$ cat src/rtl/pc_if_queue.sv
// ---------------------------------------------------------------------------
// pc_if_queue
//
// Decouples the PC stage from the IF stage with a DEPTH-entry circular
// buffer of fetch requests. Each entry holds {is_branch_taken, pht_index, pc}.
//
// Handshake semantics (both sides): a transfer happens on a rising clk edge
// when valid and ready are both high in the cycle before that edge. A push
// offered while push_ready is low, or a pop requested while pop_valid is low,
// has no effect. push_ready and pop_valid come from registered state only,
// so neither one depends combinationally on push_valid or pop_ready.
//
// Ports:
//   clk                 rising-edge clock
//   rst                 asynchronous active-low reset
//   flush               discard every entry; wins over push and pop
//   push_valid          PC stage offers a request
//   push_ready          queue has room (not full)
//   is_branch_taken_in  predicted-taken bit of the offered request
//   pht_index_in        PHT index of the offered request
//   pc_in               PC of the offered request
//   pop_ready           IF stage consumes the head
//   pop_valid           head entry is valid (not empty)
//   is_branch_taken_out head predicted-taken bit (0 while empty)
//   pht_index_out       head PHT index (0 while empty)
//   pc_out              head PC (0 while empty)
//   count               current occupancy, 0..DEPTH
// ---------------------------------------------------------------------------
module pc_if_queue #(
    parameter int DEPTH      = 4,
    parameter int ADDR_WIDTH = 32,
    parameter int GHR_WIDTH  = 5,
    localparam int PTR_W     = $clog2(DEPTH),
    localparam int CNT_W     = $clog2(DEPTH + 1)
) (
    input  logic                  clk,
    input  logic                  rst,
    input  logic                  flush,
    input  logic                  push_valid,
    output logic                  push_ready,
    input  logic                  is_branch_taken_in,
    input  logic [GHR_WIDTH-1:0]  pht_index_in,
    input  logic [ADDR_WIDTH-1:0] pc_in,
    input  logic                  pop_ready,
    output logic                  pop_valid,
    output logic                  is_branch_taken_out,
    output logic [GHR_WIDTH-1:0]  pht_index_out,
    output logic [ADDR_WIDTH-1:0] pc_out,
    output logic [CNT_W-1:0]      count
);

    localparam int ENTRY_W = 1 + GHR_WIDTH + ADDR_WIDTH;

    logic [ENTRY_W-1:0] entries [DEPTH];
    logic [PTR_W-1:0]   wp;
    logic [PTR_W-1:0]   rp;
    logic               push;
    logic               pop;
    logic [ENTRY_W-1:0] head;

    assign push_ready = (count != CNT_W'(DEPTH));
    assign pop_valid  = (count != '0);
    assign push       = push_valid & push_ready;
    assign pop        = pop_ready & pop_valid;

    always_ff @(posedge clk or negedge rst) begin
        if (!rst) begin
            wp    <= '0;
            rp    <= '0;
            count <= '0;
            for (int i = 0; i < DEPTH; i++) begin
                entries[i] <= '0;
            end
        end else if (flush) begin
            // Stale entry contents are left in place; the head is masked
            // while empty and every slot is rewritten before it is read.
            wp    <= '0;
            rp    <= '0;
            count <= '0;
        end else begin
            if (push) begin
                entries[wp] <= {is_branch_taken_in, pht_index_in, pc_in};
                wp          <= wp + PTR_W'(1);
            end
            if (pop) begin
                rp <= rp + PTR_W'(1);
            end
            if (push && !pop) begin
                count <= count + CNT_W'(1);
            end else if (pop && !push) begin
                count <= count - CNT_W'(1);
            end
        end
    end

    // Head is forced to zero while empty so downstream never sees stale data.
    assign head = pop_valid ? entries[rp] : '0;
    assign {is_branch_taken_out, pht_index_out, pc_out} = head;

endmodule

$ cat config.mk
export PLATFORM = sky130hd
export DESIGN_NAME = pc_if_queue
export DESIGN_NICKNAME = d
export VERILOG_FILES = /design/src/rtl/pc_if_queue.sv
export SDC_FILE = /design/constraint.sdc
export NUM_CORES = 1
export LEC_CHECK = 0
export CAP_MARGIN = 20
export CORE_ASPECT_RATIO = 0.7
export CORE_UTILIZATION = 30
export CTS_CLUSTER_DIAMETER = 100
export DETAILED_ROUTE_END_ITERATION = 12
export DONT_BUFFER_PORTS = 1
export MAX_ROUTING_LAYER = met4
export SLEW_MARGIN = 10
export SYNTH_ARGS = -nofsm -noshare
export SYNTH_HDL_FRONTEND = slang
export SYNTH_SLANG_ARGS = --single-unit
$ cat constraint.sdc
create_clock -name clk -period 2 [get_ports clk]
set_clock_uncertainty 0.05 [all_clocks]
set_input_delay 0.1 -clock clk [delete_from_list [all_inputs] [get_ports clk]]
set_output_delay 0.1 -clock clk [all_outputs]
set_load 0.01 [all_outputs]
==> Word-level counts from Yosys, hierarchy flattened <==
Cells that the tools add are included.
{ "word_totals": {"register_bits": 159, "out_inout_bits": 43, "wordCells": 44} }
{ "classes": {"n_addsub": 4, "magnitude_cmp": 3, "n_eq_ne": 1, "n_mux": 14, "bitwise": 5, "n_reduce_logical": 10} }
{ "ops": {"columns": ["op", "count"], "rows": [
  ["$bwmux 152", 1],
  ["$mux 38", 4],
  ["$bmux 38 s2", 1],
  ["$demux 38 s2", 1],
  ["$mux 3", 3],
  ["$mux 2", 4],
  ["$ge 3x3->1 const B", 2],
  ["$not 2->3", 2],
  ["$reduce_bool 3->1", 2],
  ["$add 2x1->2 const B", 2],
  ["$reduce_bool 2->1", 2],
  ["$add 3x1->3 const B", 1],
  ["$logic_and 1x1->1", 3],
  ["$lt 3x1->1 const B", 1],
  ["$ne 3x3->1 const B", 1],
  ["$sub 3x1->3 const B", 1],
  ["$and 1x1->1", 2],
  ["$logic_not 1->1", 2],
  ["$reduce_and 2->1", 1],
  ["$not 1->1", 1]
]} }

==> Longest topological paths before layout <==
{ "logic_depth": {"ltp_word": 7, "mapped_depth": 8, "depth_no_buf": 7} }

==> Worst setup path before layout <==
OpenSTA, ideal clock, no wires.
{ "synth_timing": {"path_kind": "flip-flop to flip-flop", "startpoint": "reg count[0]", "endpoint": "reg count[2]", "setup_time_ns": 0.082, "arrival_time_ns": 1.902, "slack_ns": -0.034, "stages_incl_launch_ff": 8, "cell_sequence": "dfrtp_1 buf_2 nor3b_4 inv_4 and3_1 fa_1 a311o_1 a31oi_1"} }
{ "synth_between": {"word_cells_on_any_way": 14, "cone_classes": "add/sub (2); eq/ne (1); mux (3); bitwise (2); reduce/logical (6)"} }
{ "synth_lines": {"columns": ["element", "line_no", "source"], "rows": [
  ["start, declared", "49", "output logic [CNT_W-1:0] count"],
  ["start signal, assigned", "89", "count <= count + CNT_W'(1);"],
  ["start signal, assigned", "91", "count <= count - CNT_W'(1);"],
  ["$ne 3x3->1 *", "61", "assign push_ready = (count != CNT_W'(DEPTH));"],
  ["named net push_ready", "40", "output logic push_ready,"],
  ["$and 1x1->1 *", "63", "assign push = push_valid & push_ready;"],
  ["$logic_and 1x1->1 / $logic_not 1->1 (equally long branches)", "88, 90", null],
  ["$mux 3 / $logic_and 1x1->1 (equally long branches)", "88, 90", null],
  ["$mux 3 / $reduce_bool 3->1 (equally long branches)", null, null]
]} }
The timed path passes the listed nets; every way through them passes the cells marked *. The select of a mux whose other input is x is not followed.
A chain may end at the register's enable or synchronous reset.

==> Worst setup path in the final report <==
{ "layout_timing": {"startpoint": "reg rp[0]", "endpoint": "out pc_out[23]"} }
{ "layout_between": {"elab_chain_cells": 5} }
{ "layout_rtl": {"columns": ["element", "line_no", "source"], "rows": [
  ["start, declared", "56", "logic [PTR_W-1:0] rp;"],
  ["start signal, assigned", "86", "rp <= rp + PTR_W'(1);"],
  ["$not 2->3 (implied by the code)", "97", "assign head = pop_valid ? entries[rp] : '0;"],
  ["$bmux 38 s2", "97", null],
  ["$mux 38 (implied by the code) (2 in series)", "97", null],
  ["$mux 38", "97", null],
  ["end, declared", "48", "output logic [ADDR_WIDTH-1:0] pc_out,"]
]} }
Every way passes these cells. The select of a mux whose other input is x is not followed.

==> run_summary.xml <==
<?xml version="1.0" encoding="UTF-8"?>
<metrics>
  <group name="clock_tree">
    <metric name="max-clock-path-buffers" unit="">2</metric>
    <metric name="numCtsBuffers" unit="">17</metric>
    <metric name="worst_setup_hold_path_clk_slew" unit="ps">70</metric>
    <metric name="cts_num_sinks" unit="">159</metric>
    <metric name="hold_buffers" unit="">41</metric>
    <metric name="worstSkewPairLatency" unit="ps">420</metric>
    <metric name="cts-htree-levels" unit="">4</metric>
    <metric name="ctsRootBufferMaster" unit="">sky130_fd_sc_hd__clkbuf_16</metric>
    <metric name="cts_tree" unit="">yes</metric>
  </group>
  <group name="status">
    <metric name="failed_checks" unit="">hold timing, setup timing</metric>
    <metric name="outcome" unit="">finished with violations</metric>
  </group>
  <group name="route">
    <metric name="drtPass1Iterations" unit="">4</metric>
    <metric name="top_layer_used_by_detailed_routing" unit="">met4</metric>
    <metric name="drt-vias-per-instance" unit="">4.821</metric>
    <metric name="number_of_remaining_drc_errors" unit="">0</metric>
    <metric name="wl_met3" unit="um">638</metric>
    <metric name="initialDrtViolationCount" unit="">213</metric>
    <metric name="routed-via-count" unit="">4194</metric>
    <metric name="drtAntennaViolNets" unit="">0</metric>
    <metric name="detailroute.wirelength.met2" unit="um">8598</metric>
    <metric name="drt-met1-wl" unit="um">8804</metric>
    <metric name="postRouteWirelength" unit="um">18190</metric>
    <metric name="route.detailed.wl_per_inst" unit="um">20.91</metric>
  </group>
  <group name="synthesis">
    <metric name="share_of_synthesized_area_occupied_by_flip_flops_and_latches" unit="%">51.13</metric>
    <metric name="synth_cell_type_count" unit="">34</metric>
    <metric name="ys_warn_count" unit="">0</metric>
    <metric name="netlist_area" unit="um^2">7781</metric>
    <metric name="mappedNetlistNets" unit="">518</metric>
    <metric name="postSynthRegisterBits" unit="">159</metric>
    <metric name="syn_avg_cell_area" unit="um^2">16.56</metric>
    <metric name="netlist_instances" unit="">470</metric>
  </group>
  <group name="die">
    <metric name="chipHeight" unit="um">136.7</metric>
    <metric name="ioPinCount" unit="">86</metric>
    <metric name="floorplan.rows" unit="">48</metric>
    <metric name="die-width" unit="um">194.5</metric>
    <metric name="core_area" unit="um^2">25040</metric>
    <metric name="fp.dieArea" unit="um^2">26600</metric>
    <metric name="start_util" unit="%">31.07</metric>
  </group>
  <group name="timing">
    <metric name="unrepaired_setup_endpoints_after_global_routing" unit="">true</metric>
    <metric name="slew_violations" unit="">0</metric>
    <metric name="slew-limit-headroom" unit="%">66.73</metric>
    <metric name="clock.fmax" unit="MHz">495.9</metric>
    <metric name="post-route-period-util" unit="%">100.8</metric>
    <metric name="worst_hold_slack" unit="ps">-678.3</metric>
    <metric name="final_period_minus_worst_setup_slack" unit="ps">2017</metric>
    <metric name="final.setup.worst_slack" unit="ps">-16.57</metric>
    <metric name="tightestPinTransition" unit="ps">492.8</metric>
    <metric name="final-setup-viol-count" unit="">3</metric>
    <metric name="total_count_of_hold_check_failures_in_the_final_report" unit="">159</metric>
  </group>
  <group name="worst_setup_path">
    <metric name="startpoint_type" unit="">flip-flop</metric>
    <metric name="worstSetupPathType" unit="">flip-flop to output pin</metric>
    <metric name="critical_path_required" unit="ps">1850</metric>
    <metric name="endpoint_kind" unit="">output pin</metric>
    <metric name="cp.arrival" unit="ps">1870</metric>
    <metric name="worstPathMaxFanout" unit="">12</metric>
  </group>
  <group name="grt">
    <metric name="antenna_found_initial" unit="">0</metric>
    <metric name="globalRoute.totalOverflow" unit="">0</metric>
    <metric name="groute.usage.overall" unit="%">15.20</metric>
    <metric name="grt_pass1_wl" unit="um">29330</metric>
    <metric name="grt_start_max_net_pins" unit="">160</metric>
    <metric name="grt_pass1_vias" unit="">4858</metric>
  </group>
  <group name="place">
    <metric name="place.gp.congestion" unit="">0.7298</metric>
    <metric name="place_worst_setup_slack" unit="ps">-77.68</metric>
    <metric name="hpwl" unit="um">11560</metric>
    <metric name="dp_cell_count" unit="">791</metric>
    <metric name="io_buffer_count" unit="">0</metric>
  </group>
  <group name="power">
    <metric name="power-per-cell-area" unit="nW/um^2">1464</metric>
    <metric name="seqPwrFrac" unit="%">37.4</metric>
    <metric name="share_clk_of_total_power" unit="%">24.7</metric>
    <metric name="total_leakage_power" unit="nW">4.351</metric>
    <metric name="ir_worst_vdd" unit="mV">0.5880</metric>
    <metric name="p_int" unit="W">0.009759</metric>
    <metric name="p_comb_share" unit="%">37.9</metric>
    <metric name="switching_share_of_power" unit="%">30.03</metric>
    <metric name="total_power" unit="W">0.01395</metric>
    <metric name="power_switching" unit="W">0.004187</metric>
  </group>
  <group name="finish">
    <metric name="seq_area" unit="um^2">3984</metric>
    <metric name="final_layout_size_suffix_gt1_share" unit="%">54.86</metric>
    <metric name="final_cell_count_no_fill" unit="">870</metric>
    <metric name="post-route-util" unit="%">38.02</metric>
    <metric name="nFillCells" unit="">2281</metric>
    <metric name="nNetsFinal" unit="">580</metric>
    <metric name="antenna_cells" unit="">0</metric>
    <metric name="multi_input_area" unit="um^2">3581</metric>
    <metric name="flow.area_growth_from_synthesis" unit="%">22.38</metric>
  </group>
  <group name="hold_path">
    <metric name="hold_path.class" unit="">input port to asynchronous set/reset pin</metric>
  </group>
  <group name="flow_run">
    <metric name="maxCapViolCount" unit="">0</metric>
  </group>
</metrics>
## per-stage QoR
stage	TNS, ps	cell area (um^2)
finish	-32.07	9523
global route	-1940	9523
CTS	-1045	9489
detailed placement	-77.68	8348
global placement	0	8348
floorplan	-34.23	7781
## synth_stat cells
library cell	instances	area (um^2)
sky130_fd_sc_hd__dfrtp_1	159	3979
sky130_fd_sc_hd__mux2_4	80	1201
sky130_fd_sc_hd__mux2_2	74	833.3
sky130_fd_sc_hd__and2_1	38	237.7
sky130_fd_sc_hd__mux4_2	38	855.8
sky130_fd_sc_hd__clkbuf_1	9	33.78
sky130_fd_sc_hd__nor2_1	9	33.78
sky130_fd_sc_hd__buf_12	8	160.2
sky130_fd_sc_hd__buf_2	6	30.03
sky130_fd_sc_hd__inv_1	6	22.52
sky130_fd_sc_hd__buf_4	5	37.54
sky130_fd_sc_hd__buf_6	4	45.04
sky130_fd_sc_hd__ha_1	4	50.05
sky130_fd_sc_hd__nand4b_2	4	60.06
sky130_fd_sc_hd__o21ai_0	4	20.02
sky130_fd_sc_hd__a21oi_1	2	10.01
sky130_fd_sc_hd__nand3_1	2	10.01
sky130_fd_sc_hd__xor2_1	2	17.52
sky130_fd_sc_hd__a221oi_2	1	15.01
sky130_fd_sc_hd__a311o_1	1	10.01
sky130_fd_sc_hd__a31oi_1	1	6.260
sky130_fd_sc_hd__and3_1	1	6.260
sky130_fd_sc_hd__buf_1	1	3.750
sky130_fd_sc_hd__fa_1	1	20.02
sky130_fd_sc_hd__inv_4	1	6.260
sky130_fd_sc_hd__mux2i_1	1	10.01
sky130_fd_sc_hd__nand2_1	1	3.750
sky130_fd_sc_hd__nand4_1	1	6.260
sky130_fd_sc_hd__nor2b_1	1	6.260
sky130_fd_sc_hd__nor3b_1	1	7.510
sky130_fd_sc_hd__nor3b_4	1	18.77
sky130_fd_sc_hd__o21a_1	1	7.510
sky130_fd_sc_hd__o311ai_0	1	8.760
sky130_fd_sc_hd__o31ai_1	1	7.510
## registers in the layout, summed over array words and instances (netlist names)
| register | flops |
|---|---|
| entries | 152 |
| count | 3 |
| rp | 2 |
| wp | 2 |
## power groups by stage
stage / clock [W] / sequential, W / combinational, W
2_1_floorplan: 0 / 0.00497 / 0.00377
3_3_place_gp: 0 / 0.00517 / 0.00459
3_5_place_dp: 0 / 0.00527 / 0.00473
4_1_cts: 0.00355 / 0.00521 / 0.00531
5_1_grt: 0.00370 / 0.00538 / 0.00566
6_report: 0.00344 / 0.00522 / 0.00529
## placed cells by master, fill, tap and decap left out, types with 2 or more instances in the layout
| cell | Yosys | routed |
|---|---|---|
| sky130_fd_sc_hd__mux2_2 | 74 | 74 |
| sky130_fd_sc_hd__mux2_4 | 80 | 80 |
| sky130_fd_sc_hd__nand4b_4 | 0 | 4 |
| sky130_fd_sc_hd__inv_1 | 6 | 6 |
| sky130_fd_sc_hd__clkinvlp_4 | 0 | 4 |
| sky130_fd_sc_hd__mux4_2 | 38 | 38 |
| sky130_fd_sc_hd__nand3_1 | 2 | 2 |
| sky130_fd_sc_hd__and2_1 | 38 | 11 |
| sky130_fd_sc_hd__o21ai_0 | 4 | 4 |
| sky130_fd_sc_hd__nor2_1 | 9 | 8 |
| sky130_fd_sc_hd__buf_12 | 8 | 18 |
| sky130_fd_sc_hd__xor2_1 | 2 | 2 |
| sky130_fd_sc_hd__inv_6 | 0 | 5 |
| sky130_fd_sc_hd__dlygate4sd3_1 | 0 | 41 |
| sky130_fd_sc_hd__clkbuf_16 | 0 | 17 |
| sky130_fd_sc_hd__bufinv_16 | 0 | 3 |
| sky130_fd_sc_hd__buf_6 | 4 | 2 |
| sky130_fd_sc_hd__buf_4 | 5 | 15 |
| sky130_fd_sc_hd__dfrtp_1 | 159 | 157 |
| sky130_fd_sc_hd__and2_4 | 0 | 27 |
| sky130_fd_sc_hd__a21oi_1 | 2 | 2 |
| sky130_fd_sc_hd__ha_1 | 4 | 4 |
## logic make-up (layout without fill, tap and decap cells)
logic type      count (synthesis)  in the layout  synth area share (%)
compound gates                 12             12                 1.094
xor+xnor                        2              2                0.2252
fa+ha+maj                       5              5                0.9005
buf+inv                        40            115                 4.358
flops                         159            159                 51.13
mux                           193            193                 37.27
simple gates                   59             59                 5.017
## critical path, cell delays in order, from the launching register on
cell                      delay [ps]
sky130_fd_sc_hd__dfrtp_4         490
sky130_fd_sc_hd__buf_12          190
sky130_fd_sc_hd__mux4_2          570
sky130_fd_sc_hd__and2_4          200
## final timing paths
| kind | start | endpoint | slack, ps | cells after the start |
|---|---|---|---|---|
| worst min register to register | entries[51] | entries[51] | 450 | 1 |
| worst max register to register | count[1] | count[2] | 50 | 7 |
| max in group asynchronous | rst | entries[2] | 2290 | 0 |
| min in group clk | push_valid | count[1] | 30 | 3 |
| worst max-delay path | rp[0] | pc_out[23] | -20 | 3 |
| worst min-delay path | rst | entries[134] | -680 | 0 |
## final cells by class
cell class                 count  share of cell area, %
clock buffer                  18                  4.612
sequential                   159                  41.83
multi-input combinational    271                  37.60
timing repair buffer          76                  9.513
clock inverter                14                  1.866
tap                          325                  4.270
inverter                       7                 0.3022
## routing by layer
metal | vias up | global-route usage, %
li1 | 1830 | -
met1 | 2287 | 20.06
met2 | 69 | 23.26
met3 | 8 | 3.967
met4 | 0 | 3.924
met5 | - | -
## timing repair
| item | in CTS | in global routing |
|---|---|---|
| gates resized for setup | 30 | 4 |
| setup buffers | 5 | 1 |
| pin swaps | 1 | 1 |
| setup endpoints to repair | 33 | 40 |
| cloned | 0 | 0 |
| hold endpoints to repair | 318 | 159 |
Power figures use the tool's default switching activity.
